**src/rtl/buffer_reader_pkg.sv**
```systemverilog
// Shared types and defaults for the buffer read-side controller.
// Optional stall timeout is enabled with BUFFER_READER_TIMEOUT_EN.
package buffer_reader_pkg;

  localparam int DEFAULT_DATA_W      = 8;
  localparam int DEFAULT_CNT_W       = 4;
  localparam int DEFAULT_DEPTH       = 8;
  localparam int DEFAULT_TIMEOUT_CYC = 16;

  localparam logic MODE_FIFO = 1'b0;
  localparam logic MODE_LIFO = 1'b1;

  typedef enum logic [2:0] {
    ST_IDLE,
    ST_CHECK,
    ST_ISSUE,
    ST_HOLD,
    ST_DONE
  } state_e;

  // Bits needed to count 0..cyc inclusive.
  function automatic int unsigned stall_width(input int unsigned cyc);
    return (cyc < 2) ? 1 : $clog2(cyc + 1);
  endfunction

endpackage

```
**src/rtl/buffer_reader_out_reg.sv**
```systemverilog
// Output holding register: captures a buffer word and holds m_data/m_valid
// stable under backpressure until the consumer accepts or the word is dropped.
module buffer_reader_out_reg
  import buffer_reader_pkg::*;
#(
  parameter int DATA_W = DEFAULT_DATA_W
) (
  input  logic              clk,
  input  logic              rst_n,
  input  logic              load,
  input  logic [DATA_W-1:0] load_data,
  input  logic              drop,
  input  logic              m_ready,
  output logic [DATA_W-1:0] m_data,
  output logic              m_valid,
  output logic              fire
);

  logic [DATA_W-1:0] m_data_q, m_data_d;
  logic              m_valid_q, m_valid_d;

  assign fire = m_valid_q & m_ready;

  // NOTE: every always_comb output gets a default first, so no path can infer a latch.
  always_comb begin
    m_data_d  = m_data_q;
    m_valid_d = m_valid_q;
    if (load) begin
      m_data_d  = load_data;
      m_valid_d = 1'b1;
    end else if (fire || drop) begin
      m_valid_d = 1'b0;
    end
  end

  // NOTE: sequential state uses non-blocking assignments only, so every flop samples pre-edge values.
  always_ff @(posedge clk or negedge rst_n) begin
    if (!rst_n) begin
      m_data_q  <= '0;
      m_valid_q <= 1'b0;
    end else begin
      m_data_q  <= m_data_d;
      m_valid_q <= m_valid_d;
    end
  end

  assign m_data  = m_data_q;
  assign m_valid = m_valid_q;

endmodule

```
**src/rtl/buffer_reader.sv**
```systemverilog
// Read-side controller that drains up to req_len entries from the FIFO/LIFO
// buffer onto a valid/ready stream. Define BUFFER_READER_TIMEOUT_EN for stall abort.
module buffer_reader
  import buffer_reader_pkg::*;
#(
  parameter int DATA_W      = DEFAULT_DATA_W,
  parameter int CNT_W       = DEFAULT_CNT_W,
  parameter int DEPTH       = DEFAULT_DEPTH,
  parameter int TIMEOUT_CYC = DEFAULT_TIMEOUT_CYC
) (
  input  logic              clk,
  input  logic              rst_n,
  input  logic              start,
  input  logic              mode,
  input  logic [CNT_W-1:0]  req_len,
  output logic              busy,
  output logic              done,
  output logic              short,
  output logic              timeout,
  output logic [CNT_W-1:0]  rd_count,
  output logic              buf_en,
  output logic              buf_rd,
  output logic              buf_mode,
  input  logic [DATA_W-1:0] buf_data,
  input  logic              buf_empty,
  output logic [DATA_W-1:0] m_data,
  output logic              m_valid,
  input  logic              m_ready
);

  if (DEPTH >= (1 << CNT_W) || TIMEOUT_CYC < 1) begin : g_bad_cfg
    $error("buffer_reader: CNT_W cannot hold DEPTH, or TIMEOUT_CYC < 1");
  end

  localparam logic [CNT_W-1:0] DEPTH_C = CNT_W'(DEPTH);

  state_e           state_q, state_d;
  logic             mode_q, mode_d;
  logic [CNT_W-1:0] len_q, len_d;
  logic [CNT_W-1:0] cnt_q, cnt_d;
  logic             busy_q, busy_d;
  logic             done_q, done_d;
  logic             short_q, short_d;
  logic             timeout_q, timeout_d;
  logic             issue_q, issue_d;

  logic [CNT_W-1:0] len_clamped;
  logic [CNT_W-1:0] cnt_inc;
  logic             last_word;
  logic             drop;
  logic             fire;

`ifdef BUFFER_READER_TIMEOUT_EN
  localparam int unsigned           STALL_W    = stall_width(TIMEOUT_CYC);
  localparam logic [STALL_W-1:0]    STALL_LAST = STALL_W'(TIMEOUT_CYC - 1);
  logic            [STALL_W-1:0]    stall_q, stall_d;
`endif

  assign len_clamped = (req_len > DEPTH_C) ? DEPTH_C : req_len;
  // The clamp keeps cnt_q <= DEPTH, so saturation only guards against misuse.
  assign cnt_inc     = (cnt_q == DEPTH_C) ? cnt_q : cnt_q + CNT_W'(1);
  assign last_word   = (len_q != '0) && (cnt_inc == len_q);

  always_comb begin
    state_d   = state_q;
    mode_d    = mode_q;
    len_d     = len_q;
    cnt_d     = cnt_q;
    busy_d    = busy_q;
    done_d    = 1'b0;
    short_d   = short_q;
    timeout_d = timeout_q;
    issue_d   = 1'b0;
    drop      = 1'b0;
`ifdef BUFFER_READER_TIMEOUT_EN
    stall_d   = '0;
`endif
    case (state_q)
      ST_IDLE: begin
        if (start) begin
          mode_d    = (mode == MODE_LIFO) ? MODE_LIFO : MODE_FIFO;
          len_d     = len_clamped;
          cnt_d     = '0;
          short_d   = 1'b0;
          timeout_d = 1'b0;
          busy_d    = 1'b1;
          state_d   = ST_CHECK;
        end
      end
      ST_CHECK: begin
        if (buf_empty) begin
          short_d = (len_q != '0) && (cnt_q < len_q);
          done_d  = 1'b1;
          state_d = ST_DONE;
        end else begin
          issue_d = 1'b1;
          state_d = ST_ISSUE;
        end
      end
      // The out register captures buf_data on the edge that leaves ISSUE.
      ST_ISSUE: state_d = ST_HOLD;
      ST_HOLD: begin
        if (fire) begin
          cnt_d = cnt_inc;
          if (last_word) begin
            done_d  = 1'b1;
            state_d = ST_DONE;
          end else begin
            state_d = ST_CHECK;
          end
        end
`ifdef BUFFER_READER_TIMEOUT_EN
        else if (stall_q == STALL_LAST) begin
          drop      = 1'b1;
          timeout_d = 1'b1;
          done_d    = 1'b1;
          state_d   = ST_DONE;
        end else begin
          stall_d = stall_q + STALL_W'(1);
        end
`endif
      end
      ST_DONE: begin
        busy_d  = 1'b0;
        state_d = ST_IDLE;
      end
      default: state_d = ST_IDLE;
    endcase
  end

  always_ff @(posedge clk or negedge rst_n) begin
    if (!rst_n) begin
      state_q   <= ST_IDLE;
      mode_q    <= MODE_FIFO;
      len_q     <= '0;
      cnt_q     <= '0;
      busy_q    <= 1'b0;
      done_q    <= 1'b0;
      short_q   <= 1'b0;
      timeout_q <= 1'b0;
      issue_q   <= 1'b0;
`ifdef BUFFER_READER_TIMEOUT_EN
      stall_q   <= '0;
`endif
    end else begin
      state_q   <= state_d;
      mode_q    <= mode_d;
      len_q     <= len_d;
      cnt_q     <= cnt_d;
      busy_q    <= busy_d;
      done_q    <= done_d;
      short_q   <= short_d;
      timeout_q <= timeout_d;
      issue_q   <= issue_d;
`ifdef BUFFER_READER_TIMEOUT_EN
      stall_q   <= stall_d;
`endif
    end
  end

  buffer_reader_out_reg #(
    .DATA_W (DATA_W)
  ) u_out_reg (
    .clk       (clk),
    .rst_n     (rst_n),
    .load      (state_q == ST_ISSUE),
    .load_data (buf_data),
    .drop      (drop),
    .m_ready   (m_ready),
    .m_data    (m_data),
    .m_valid   (m_valid),
    .fire      (fire)
  );

  assign busy     = busy_q;
  assign done     = done_q;
  assign short    = short_q;
  assign timeout  = timeout_q;
  assign rd_count = cnt_q;
  assign buf_en   = issue_q;
  assign buf_rd   = issue_q;
  assign buf_mode = mode_q;

endmodule
```
**config.mk**
```make
export PLATFORM = sky130hd
export DESIGN_NAME = buffer_reader
export DESIGN_NICKNAME = d
export VERILOG_FILES = /design/src/rtl/buffer_reader_pkg.sv /design/src/rtl/buffer_reader_out_reg.sv /design/src/rtl/buffer_reader.sv
export SDC_FILE = /design/constraint.sdc
export NUM_CORES = 1
export LEC_CHECK = 0
export ABC_AREA = 1
export CAP_MARGIN = 20
export CORE_MARGIN = 2
export CORE_UTILIZATION = 40
export DETAILED_ROUTE_END_ITERATION = 10
export PLACE_DENSITY_LB_ADDON = 0.2
export SYNTH_ARGS = -nofsm -noshare
export SYNTH_HDL_FRONTEND = slang
export SYNTH_SLANG_ARGS = --single-unit
export TNS_END_PERCENT = 30
```
**constraint.sdc**
```tcl
create_clock -name clk -period 1.5 [get_ports clk]
set_input_delay 0.3 -clock clk [delete_from_list [all_inputs] [get_ports clk]]
set_output_delay 0.3 -clock clk [all_outputs]
set_load 0.02 [all_outputs]
```
==> Implementation_results.wiki, run 1 <==
{| class="wikitable"
! Metric !! Value
|-
| Run status || finished, final reports clean
|-
| Wire length on met2 || 1450 um
|-
| Nets in the synthesized netlist || 166
|-
| Routability cong. || 0.886
|-
| Gate count of the mapped netlist || 143
|-
| Syn-to-layout area delta || 43.5%
|-
| Net total in the final layout || 217
|-
| Standard-cell rows || 20
|-
| Fraction of layout instances using a drive strength above 1 || 28.0%
|-
| Clk pin slew, worst setup/hold paths || 0.15 ns
|-
| Tcrit/Tclk final || 98.1%
|-
| Number of H-tree branching levels || 1
|-
| Worst-case register-to-register setup slack || just under 0.03 ns
|-
| Post-layout min period || 1.47 ns
|-
| Pre-CTS WS || -0.0285 ns
|-
| Library cells used by synthesis || 25
|-
| Final Slew Violations || 0
|-
| Area of the mapped netlist || 1280 um^2
|-
| Post-Route M1 WL || 1340 um
|-
| Maximum fanout along the worst path || 5
|-
| Commonest cells post-synth || sky130_fd_sc_hd__nand2_1 (36), sky130_fd_sc_hd__dfrtp_1 (25), sky130_fd_sc_hd__inv_1 (18), sky130_fd_sc_hd__nand3_1 (8)
|-
| Die Outline Area || ~3700 um^2
|-
| Count of input and output buffers || 36
|-
| Post-synth top area share || 48.9%
|-
| Number of synthesized flops with an enable pin || 0
|-
| Number of hold buffers added after CTS || 0
|-
| Width of the chip || 60.6 um
|-
| Most used flip-flop cell after synthesis || sky130_fd_sc_hd__dfrtp_1
|-
| Final setup violating endpoints || 0
|-
| Number of DRC markers after the initial detailed-route iteration || 34
|-
| Critical Path AT || 1.70 ns
|-
| #FFs+latches synth || 25
|-
| Non-Filler Instances || 237
|-
| Number of synthesis warnings || 0
|-
| Core Region || slightly above 3000 um^2
|-
| R2r worst-path depth || 12
|-
| R2r startpoint || rd_count[1]
|-
| HPWL after detailed placement || around 2200 um
|-
| Critical-path cell with the highest stage delay || sky130_fd_sc_hd__dfrtp_2
|-
| Proportion of register bits with asynchronous set or reset after synthesis || between 90% and 100%
|-
| Capture instance of the worst register-to-register path || state_q[0]
|-
| Cell types with the largest area share after synthesis || sky130_fd_sc_hd__dfrtp_1 (49%), sky130_fd_sc_hd__nand2_1 (11%), sky130_fd_sc_hd__inv_1 (5.3%), sky130_fd_sc_hd__mux2_2 (5.3%), sky130_fd_sc_hd__ha_1 (4.9%)
|-
| Maximum frequency from static timing analysis || 680 MHz
|-
| Placed inst area || 1760 um^2
|-
| Number of buffers created by CTS || 3
|-
| Longest individual stage delay on the worst path || around 0.45 ns
|-
| Maximum number of pins on one net before global-route repair || 26
|-
| Count of boundary I/O pins || 38
|-
| Total chip power || 3.63 mW
|-
| Leakage power || 0.895 nW
|-
| DR vias/cell || 4.67
|-
| Final antenna diode count || 0
|-
| Die boundary height || roughly 61 um
|-
| Number of global-route vias before repair || 1,048
|-
| Number of remaining DRC errors || 0
|-
| Area leader, netlist || sky130_fd_sc_hd__dfrtp_1
|-
| Remaining global-route overflow || 0
|-
| Top routing layer in use || met4
|-
| Smallest setup slack after layout || 0.0290 ns
|-
| Root buf cell || sky130_fd_sc_hd__clkbuf_4
|-
| Antenna Nets Post-Route || 0
|-
| Seq/Total Area, Yosys || 48.9%
|-
| Wire length on met3 || roughly 120 um
|-
| Insertion delay to the later sink of the worst-skew pair || 0.32 ns
|-
| Kind of capture point of the worst setup path || flop
|-
| Total power divided by cell area || between 1500 and 2000 nW/um^2
|-
| Worst-case clock skew || 0.00469 ns
|-
| Clock Tree Buf Depth || 2
|-
| Unrepaired setup endpoints after global routing || yes
|-
| Post-synthesis area per instance || 8.95 um^2
|-
| Clock tree from TritonCTS || built
|-
| Total non-filler cell area in the finished layout || ~1800 um^2
|-
| Cells along the critical path || inv_2 -> ha_4 -> nand2_2 -> nand3_2 -> nand3_1 -> nand2_2 -> nor2_2 -> nand3_2 -> nand2_1 -> nand2_1 -> nand2_1 -> nand2_1
|-
| Worst Setup Start Kind || flop
|-
| Most repeated library cell on the critical path || sky130_fd_sc_hd__nand2_1
|-
| Max-cap viol count || 0
|-
| Detailed Routing Iterations Pass 1 || 4
|-
| Drt total wl || 2950 um
|-
| Number of antenna violations at the first check in global routing || 0
|-
| Cell family with most CP delay || simple AND/OR/NAND/NOR gates
|-
| Final-report hold violation count || 0
|-
| Path type of the worst min-delay path || in -> async
|-
| Worst EP required || 1.73 ns
|-
| Number of buffers and inverters on the critical path || 1
|-
| Critical path class || reg -> reg
|-
| Per-cell routed wire length || 12.4 um
|-
| Cell total after placement || 231
|-
| Global-route wire length before repair || approximately 4600 um
|-
| Max VDD drop || slightly above 0.0007 V
|-
| Effective utilization at floorplan || between 40% and 50%
|-
| Via count || between 1,000 and 1,500
|-
| Number of clock sinks || 25
|-
| Most repeated cell in the gate-level netlist after synthesis || sky130_fd_sc_hd__nand2_1
|-
| Global-route total usage across every layer || roughly 17%
|}
[logic make-up after synthesis]
group	Yosys count	synth area share (%)
adders and majority gates	5	4.89
and+or+nand+nor	64	23.9
other	1	0.293
DFF	25	48.9
buffers and inverters	24	7.62
AOI/OAI and AO/OA	16	7.33
muxes	8	7.04
[cell usage in the layout, fill, tap and decap left out, types with 2 or more instances in the layout]
master / Yosys / routed
sky130_fd_sc_hd__nand4_1: 3 / 3
sky130_fd_sc_hd__nor2_2: 2 / 6
sky130_fd_sc_hd__nor2_1: 6 / 2
sky130_fd_sc_hd__ha_4: 0 / 2
sky130_fd_sc_hd__nand3_1: 8 / 5
sky130_fd_sc_hd__buf_4: 2 / 12
sky130_fd_sc_hd__dlygate4sd2_1: 0 / 19
sky130_fd_sc_hd__nand3_2: 1 / 4
sky130_fd_sc_hd__nand2_1: 36 / 34
sky130_fd_sc_hd__nor3_2: 2 / 2
sky130_fd_sc_hd__ha_1: 5 / 3
sky130_fd_sc_hd__clkbuf_4: 0 / 3
sky130_fd_sc_hd__inv_1: 18 / 15
sky130_fd_sc_hd__nand2_2: 4 / 6
sky130_fd_sc_hd__a21oi_1: 3 / 3
sky130_fd_sc_hd__o22ai_1: 4 / 4
sky130_fd_sc_hd__clkdlybuf4s50_1: 0 / 17
sky130_fd_sc_hd__mux2_2: 6 / 6
sky130_fd_sc_hd__dfrtp_2: 0 / 4
sky130_fd_sc_hd__dfrtp_1: 25 / 21
sky130_fd_sc_hd__inv_2: 4 / 7
sky130_fd_sc_hd__o21ai_0: 5 / 5
sky130_fd_sc_hd__mux2_1: 2 / 2
[power breakdown]
group / switching [mW] / internal [mW]
clock: 0.212 / 0.102
combinational: 1.19 / 0.912
sequential: 0.240 / 0.976
[through the flow]
stage / hold WS, ns / TNS, ns / utilization [%]
after floorplan: 0.00441 / 0 / -
after global placement: 0.467 / -0.0606 / 57.7
after detailed placement: 0.491 / -0.0635 / 57.7
after CTS: 0.328 / 0 / 57.9
after global routing: 0.348 / -0.122 / 60.2
final: 0.316 / 0 / 60.2
[layer usage]
metal | global-route usage, % | vias up
met3 | 3.41 | 6
met1 | 22.6 | 510
met4 | 1.86 | 0
li1 | - | 563
met5 | 0 | -
met2 | 28.1 | 27
[what timing repair did]
action                     in CTS  in global routing
gates resized for setup        19                 16
setup buffers                   0                  2
pin swaps                       0                  6
cloned                          0                  0
setup endpoints to repair      19                  5
[worst max-delay path by stage]
stage | start | end | slack (ns) | cells after the start
after floorplan | rd_count[0] | state_q[0] | 0.03 | 11
after global placement | m_ready | rd_count[1] | -0.03 | 7
after detailed placement | m_ready | rd_count[1] | -0.03 | 7
after CTS | rd_count[0] | state_q[0] | 0.008 | 11
after global routing | rd_count[0] | state_q[0] | -0.05 | 12
final | rd_count[1] | state_q[0] | 0.03 | 12
[state kept, by name, indices dropped and copies added (netlist names)]
signal             cells
done                   1
buf_en                 1
len_q                  4
u_out_reg.m_data       8
busy                   1
buf_mode               1
state_q                3
rd_count               4
short                  1
u_out_reg.m_valid      1
[cell type report]
type,instances,area [um^2]
inverters,22,82.6
clock buffers,3,22.5
multi-input cells,94,612
clock inverters,1,7.51
fillers,279,1220
well taps,44,55.1
repair buffers,48,427
flip-flops and latches,25,631
No activity file was read; power rests on OpenSTA's default activity.
==> run 2: changes to the inputs <==
--- a/config.mk
+++ b/config.mk
@@ -13,5 +13,6 @@
 export PLACE_DENSITY_LB_ADDON = 0.2
 export SYNTH_ARGS = -nofsm -noshare
 export SYNTH_HDL_FRONTEND = slang
+export SYNTH_HIERARCHICAL = 1
 export SYNTH_SLANG_ARGS = --single-unit
 export TNS_END_PERCENT = 30
==> run 2 against run 1 <==
  * First-iteration DRC count is 12% lower
  * Global-route usage rose by 1.4 points
  * Sequential power fell by 6%
  * Combinational power shrank 20%
  * Wire length rose by 1.5%
  * Via count up 5.9%
  * Critical endpoint unchanged
  * Highest routed layer unchanged
==> Implementation_results.wiki, run 2 <==
{| class="wikitable"
! Metric !! Value
|-
| Die boundary height || 60.6 um
|-
| Fraction of layout instances using a drive strength above 1 || between 10% and 20%
|-
| Clk pin slew, worst setup/hold paths || between 0.1 and 0.15 ns
|-
| Critical-path cell with the highest stage delay || sky130_fd_sc_hd__dfrtp_2
|-
| Critical path class || reg -> reg
|-
| Proportion of register bits with asynchronous set or reset after synthesis || 100%
|-
| Most repeated cell in the gate-level netlist after synthesis || sky130_fd_sc_hd__nand2_1
|-
| Clock Tree Buf Depth || 2
|-
| Cell types with the largest area share after synthesis || sky130_fd_sc_hd__dfrtp_1 (49%), sky130_fd_sc_hd__nand2_1 (19%), sky130_fd_sc_hd__ha_1 (4.9%), sky130_fd_sc_hd__inv_1 (4.7%), sky130_fd_sc_hd__nand3_1 (3.5%)
|-
| Effective utilization at floorplan || 42.0%
|-
| Gate count of the mapped netlist || 161
|-
| Kind of capture point of the worst setup path || flop
|-
| Total power divided by cell area || 1760 nW/um^2
|-
| Area of the mapped netlist || 1280 um^2
|-
| Max VDD drop || just over 0.0007 V
|-
| R2r worst-path depth || 12
|-
| Number of synthesis warnings || 6
|-
| Maximum fanout along the worst path || 4
|-
| Global-route total usage across every layer || 17.9%
|-
| Worst-case clock skew || between 0.015 and 0.02 ns
|-
| Root buf cell || sky130_fd_sc_hd__clkbuf_4
|-
| Final-report hold violation count || 0
|-
| Final antenna diode count || 0
|-
| Final Slew Violations || 0
|-
| Count of input and output buffers || 36
|-
| Cell total after placement || 243
|-
| Longest individual stage delay on the worst path || 0.42 ns
|-
| Clock tree from TritonCTS || built
|-
| Number of buffers created by CTS || 3
|-
| Drt total wl || 2990 um
|-
| Remaining global-route overflow || 0
|-
| Critical Path AT || 1.69 ns
|-
| Library cells used by synthesis || 24
|-
| Most used flip-flop cell after synthesis || sky130_fd_sc_hd__dfrtp_1
|-
| Unrepaired setup endpoints after global routing || yes
|-
| Run status || finished, final reports clean
|-
| Most frequent cells in the layout || sky130_fd_sc_hd__nand2_1 (60), sky130_fd_sc_hd__dfrtp_1 (21), sky130_fd_sc_hd__dlygate4sd2_1 (18), sky130_fd_sc_hd__clkdlybuf4s50_1 (17), sky130_fd_sc_hd__inv_1 (14)
|-
| Net switching component of the power || about 1.4 mW
|-
| Per-cell routed wire length || 12.1 um
|-
| Post-synth top area share || around half
|-
| Non-Filler Instances || between 200 and 250
|-
| Pre-CTS WS || -0.0423 ns
|-
| Seq/Total Area, Yosys || between 40% and 50%
|-
| Most common library cell in the layout ignoring fill and taps || sky130_fd_sc_hd__nand2_1
|-
| Most repeated library cell on the critical path || sky130_fd_sc_hd__nand2_1
|-
| Number of synthesized flops with an enable pin || 0
|-
| Via count || 1,171
|-
| Worst Setup Start Kind || flop
|-
| Worst path depth || 12
|-
| Commonest cells post-synth || sky130_fd_sc_hd__nand2_1 (65), sky130_fd_sc_hd__dfrtp_1 (25), sky130_fd_sc_hd__inv_1 (16), sky130_fd_sc_hd__nand3_1 (9), sky130_fd_sc_hd__nor2_1 (6)
|-
| Maximum frequency from static timing analysis || 683 MHz
|-
| Part of the total power dissipated in combinational logic || 53.8%
|-
| Cell internal power dissipation || between 1.5 and 2 mW
|-
| Switching share of power || 45.9%
|-
| Number of clock sinks || 25
|-
| Filler cells || around 310
|-
| Die Outline Area || 3680 um^2
|-
| Maximum number of pins on one net before global-route repair || 26
|-
| Cells along the critical path || inv_2 -> ha_4 -> nand2_2 -> nand3_2 -> nand3_1 -> nand2_2 -> nor2_2 -> nand3_2 -> nand2_1 -> nand2_1 -> nand2_1 -> nand2_1
|-
| #FFs+latches synth || 25
|-
| Insertion delay to the later sink of the worst-skew pair || roughly 0.32 ns
|-
| Net total in the final layout || 228
|-
| Final setup violating endpoints || 0
|-
| Area leader, netlist || sky130_fd_sc_hd__dfrtp_1
|-
| Largest register FFs || 8
|-
| Number of remaining DRC errors || 0
|-
| Leakage power || about 0.9 nW
|-
| HPWL after detailed placement || 2280 um
|-
| Share of total power in the clock network || under 10%
|-
| Number of antenna violations at the first check in global routing || 0
|-
| Standard-cell rows || 20
|-
| Path type of the worst min-delay path || in -> async
|-
| Tcrit/Tclk final || between 90% and 100%
|-
| Detailed Routing Iterations Pass 1 || 4
|-
| Number of H-tree branching levels || 1
|-
| Routability cong. || 0.853
|-
| Core Region || 3050 um^2
|-
| DR vias/cell || 4.72
|-
| Max-cap viol count || 0
|-
| Width of the chip || roughly 61 um
|-
| Number of buffers and inverters on the critical path || 1
|-
| Count of boundary I/O pins || 38
|-
| Global-route wire length before repair || 4880 um
|-
| Antenna Nets Post-Route || 0
|-
| Worst EP required || 1.73 ns
|-
| Post-layout min period || 1.46 ns
|-
| Cell family with most CP delay || simple AND/OR/NAND/NOR gates
|-
| Number of global-route vias before repair || between 1,000 and 1,500
|-
| Sequential share of power || between 30% and 40%
|-
| Post-synthesis area per instance || 7.97 um^2
|-
| Smallest setup slack after layout || ~0.036 ns
|-
| Syn-to-layout area delta || 39.0%
|-
| Number of DRC markers after the initial detailed-route iteration || 30
|}
run 2: path summary, 6_finish.rpt:
kind	from	to	slack (ns)
max reg2reg	rd_count[1]	state_q[0]	0.04
min in group clk	u_out_reg/m_data[3]	u_out_reg/m_data[3]	0.49
max in group asynchronous	rst_n	rd_count[3]	0.91
max	rd_count[1]	state_q[0]	0.04
min	rst_n	len_q[1]	0.32
min reg2reg	u_out_reg/m_data[3]	u_out_reg/m_data[3]	0.49
run 2: per-layer routing:
layer	GRT usage (%)	routed length (um)
met1	22.2	1330
met2	31.0	1490
met3	3.20	154
met4	7.14	23
met5	0	0
run 2: per-stage QoR:
stage | power (mW) | setup TNS (ns) | hold slack, ns | util (%) | instance area (um^2)
6_report | 3.13 | 0 | 0.321 | 58.4 | 1780
5_1_grt | 3.40 | -0.240 | 0.342 | 58.4 | 1780
4_1_cts | 3.08 | 0 | 0.322 | 56.6 | 1730
3_5_place_dp | 2.88 | -0.0558 | 0.462 | 55.9 | 1710
3_3_place_gp | 2.83 | -0.00582 | 0.460 | 55.9 | 1710
2_1_floorplan | 2.18 | 0 | 0.00441 | - | 1290
run 2: layout make-up:
| type | count | area, um^2 | share of cell area (%) |
|---|---|---|---|
| Sequential cell | 25 | 631 | 35.4 |
| Clock buffer | 3 | 22.5 | 1.26 |
| Inverter | 21 | 78.8 | 4.42 |
| Timing Repair Buffer | 41 | 375 | 21.1 |
| Multi-Input combinational cell | 113 | 616 | 34.5 |
| Tap cell | 44 | 55.1 | 3.09 |
| Clock inverter | 1 | 5.00 | 0.281 |
run 2: cell families after synthesis:
| group | synth area share, % |
|---|---|
| other | 0.292 |
| AOI/OAI and AO/OA | 5.76 |
| adders and majority gates | 4.88 |
| buffers and inverters | 8.19 |
| DFF | 48.8 |
| and+or+nand+nor | 32.1 |
run 2: what timing repair did:
| action | in CTS | in global routing |
|---|---|---|
| endpoints found under the setup margin | 22 | 5 |
| resized for setup | 24 | 16 |
| hold buffers | 0 | 0 |
| pin swaps | 0 | 9 |
| setup buffers | 0 | 1 |
run 2: power by group through the flow:
stage	registers [mW]	logic, mW	clock network (mW)
after floorplan	1.37	0.809	0
after CTS	1.15	1.61	0.311
after global placement	1.16	1.68	0
after detailed placement	1.17	1.72	0
final	1.15	1.68	0.296
after global routing	1.18	1.87	0.348
==> run 3: changes to the inputs <==
--- a/config.mk
+++ b/config.mk
@@ -11,6 +11,7 @@
 export CORE_UTILIZATION = 40
 export DETAILED_ROUTE_END_ITERATION = 10
 export PLACE_DENSITY_LB_ADDON = 0.2
+export SLEW_MARGIN = 20
 export SYNTH_ARGS = -nofsm -noshare
 export SYNTH_HDL_FRONTEND = slang
 export SYNTH_HIERARCHICAL = 1
==> results of run 3 <==
Same layout as run 2: the final DEF is identical, and so are final timing and power.
==> RTL edit, RTL diff (settings of run 2) <==
`m_data_q` no longer has a reset.
--- a/src/rtl/buffer_reader_out_reg.sv
+++ b/src/rtl/buffer_reader_out_reg.sv
@@ -36,12 +36,14 @@
   // NOTE: sequential state uses non-blocking assignments only, so every flop samples pre-edge values.
   always_ff @(posedge clk or negedge rst_n) begin
     if (!rst_n) begin
-      m_data_q  <= '0;
       m_valid_q <= 1'b0;
     end else begin
-      m_data_q  <= m_data_d;
       m_valid_q <= m_valid_d;
     end
+  end
+
+  always_ff @(posedge clk) begin
+    m_data_q <= m_data_d;
   end
 
   assign m_data  = m_data_q;
Function: differs if rst_n is asserted again (counterexample within 4 cycles, from zero or initial values and one cycle with rst_n low); with rst_n held inactive, the same outputs for 10 cycles.
==> RTL edit against run 2 <==
  * The flow now finishes with violations (negative setup slack)
  * Routed wire length fell by 3.0%
  * Maximum frequency down 4.7%
  * Design area fell by 0.56%
  * Total power is 7.2% lower
  * Area after synthesis fell by 4.8%
  * Count of clock-buffer cells in the layout unchanged
  * Non-clock buffer count is 7 higher
  * Setup slack worse by 0.072 ns
  * Synthesized cell count down 16%
  * Sequential cell count did not move
  * Highest routed layer unchanged
  * Critical path depth down 6
  * Combinational power shrank 13%
==> RTL edit: results (changes against run 2) <==
* Status: finished, violations left (was finished, final reports clean)
* Failing checks: negative setup slack
* Top post-synthesis cells by area: dfrtp_1, edfxtp_1, nand2_1, inv_1, ha_1 (was dfrtp_1, nand2_1, ha_1, inv_1, nand3_1)
* Comb_multi_in at 89 (was 113)
* Non-clk bufs at 48 (was 41)
* Placed insts at 212 (was 243)
* Seq/Total Area, Yosys at 0.545 (was 0.488)
* Post-CTS Resized at 23 (was 24)
* Clock-cell share of area at 0.0155 (was 0.0154)
* Syn_area_per_cell at 8.98 um^2 (was 7.97 um^2)
* Internal power at 1.65 mW (was 1.69 mW)
* Synth Area in Adders at 0.0512 (was 0.0488)
* 1st-pass router iterations at 4 (unchanged)
* Compound-Gate Fraction of Synth Area at 0.0605 (was 0.0576)
* Post-synthesis async set-or-reset flop share at 0.680 (was 1.00)
* Setup TNS at -0.0544 ns (was 0 ns)
* Endpoints failing setup at 2 (was 0)
* NonClk Buf Share at 0.240 (was 0.211)
* Combinational group power at 1.47 mW (was 1.68 mW)
* Peak VDD IR at 0.000757 V (was 0.000725 V)
* Largest net degree at the start of global routing at 18 (was 26)
* Pleak at 0.847 nW (was 0.899 nW)
* Routed vias/inst at 4.96 (was 4.72)
* Skew final at 0.00143 ns (was 0.0164 ns)
* Total global-route track usage at 0.171 (was 0.179)
* Multi-input gate area at 528 um^2 (was 616 um^2)
* Post-synth top cells: nand2_1, dfrtp_1, inv_1 (unchanged)
* N_taps at 33 (was 44)
* CP arrival at 1.80 ns (was 1.69 ns)
* Share of cells above drive strength 1 at 0.235 (was 0.196)
* Fraction of area in multi-input gates at 0.298 (was 0.345)
* Gpl congestion at 0.824 (was 0.853)
* Final worst slack at -0.0358 ns (was 0.0359 ns)
* Fillers at 262 (was 309)
* Seq area share at 0.378 (was 0.354)
* Post-synth EDFFs at 8 (was 0)
* P_sw at 1.26 mW (was 1.44 mW)
* Vias in the first global route at 1024 (was 1153)
* 1st-iter DRT viols at 58 (was 30)
* WL final at 2.90 mm (was 2.99 mm)
* Max incr delay on CP at 0.47 ns (was 0.42 ns)
* First-pass GRT wire length at 4.51 mm (was 4.88 mm)
* Worst slack at placement at -0.0394 ns (was -0.0423 ns)
* Total number of vias at 1092 (was 1171)
RTL edit: cell types whose count changed after synthesis, sizes merged:
cell,change
nand2,-24
dfrtp,-8
edfxtp,+8
buf,-1
RTL edit: worst max-delay path, delay by kind of cell, from the launching register on:
| kind | cells | cell delay, ns |
|---|---|---|
| compound gates | 3 | 0.43 |
| buf+inv | 2 | 0.28 |
| fa+ha+maj | 1 | 0.29 |
| flops | 1 | 0.47 |
RTL edit: metal layers:
metal / up-vias / GRT usage / wire [um]
met5: - / 0 / 0
met4: 0 / 0.0682 / 51
met3: 6 / 0.0349 / 201
met2: 45 / 0.295 / 1420
met1: 501 / 0.206 / 1240
li1: 540 / - / -
RTL edit: worst paths after layout:
check	endpoint	depth (start not counted)	slack, ns
hold reg to reg	buf_mode	2	0.50
hold / removal	u_out_reg/m_valid	2	0.27
min in group clk	buf_mode	3	0.49
max in group asynchronous	state_q[2]	2	1.02
setup / recovery	short	6	-0.04
setup reg to reg	short	6	-0.04
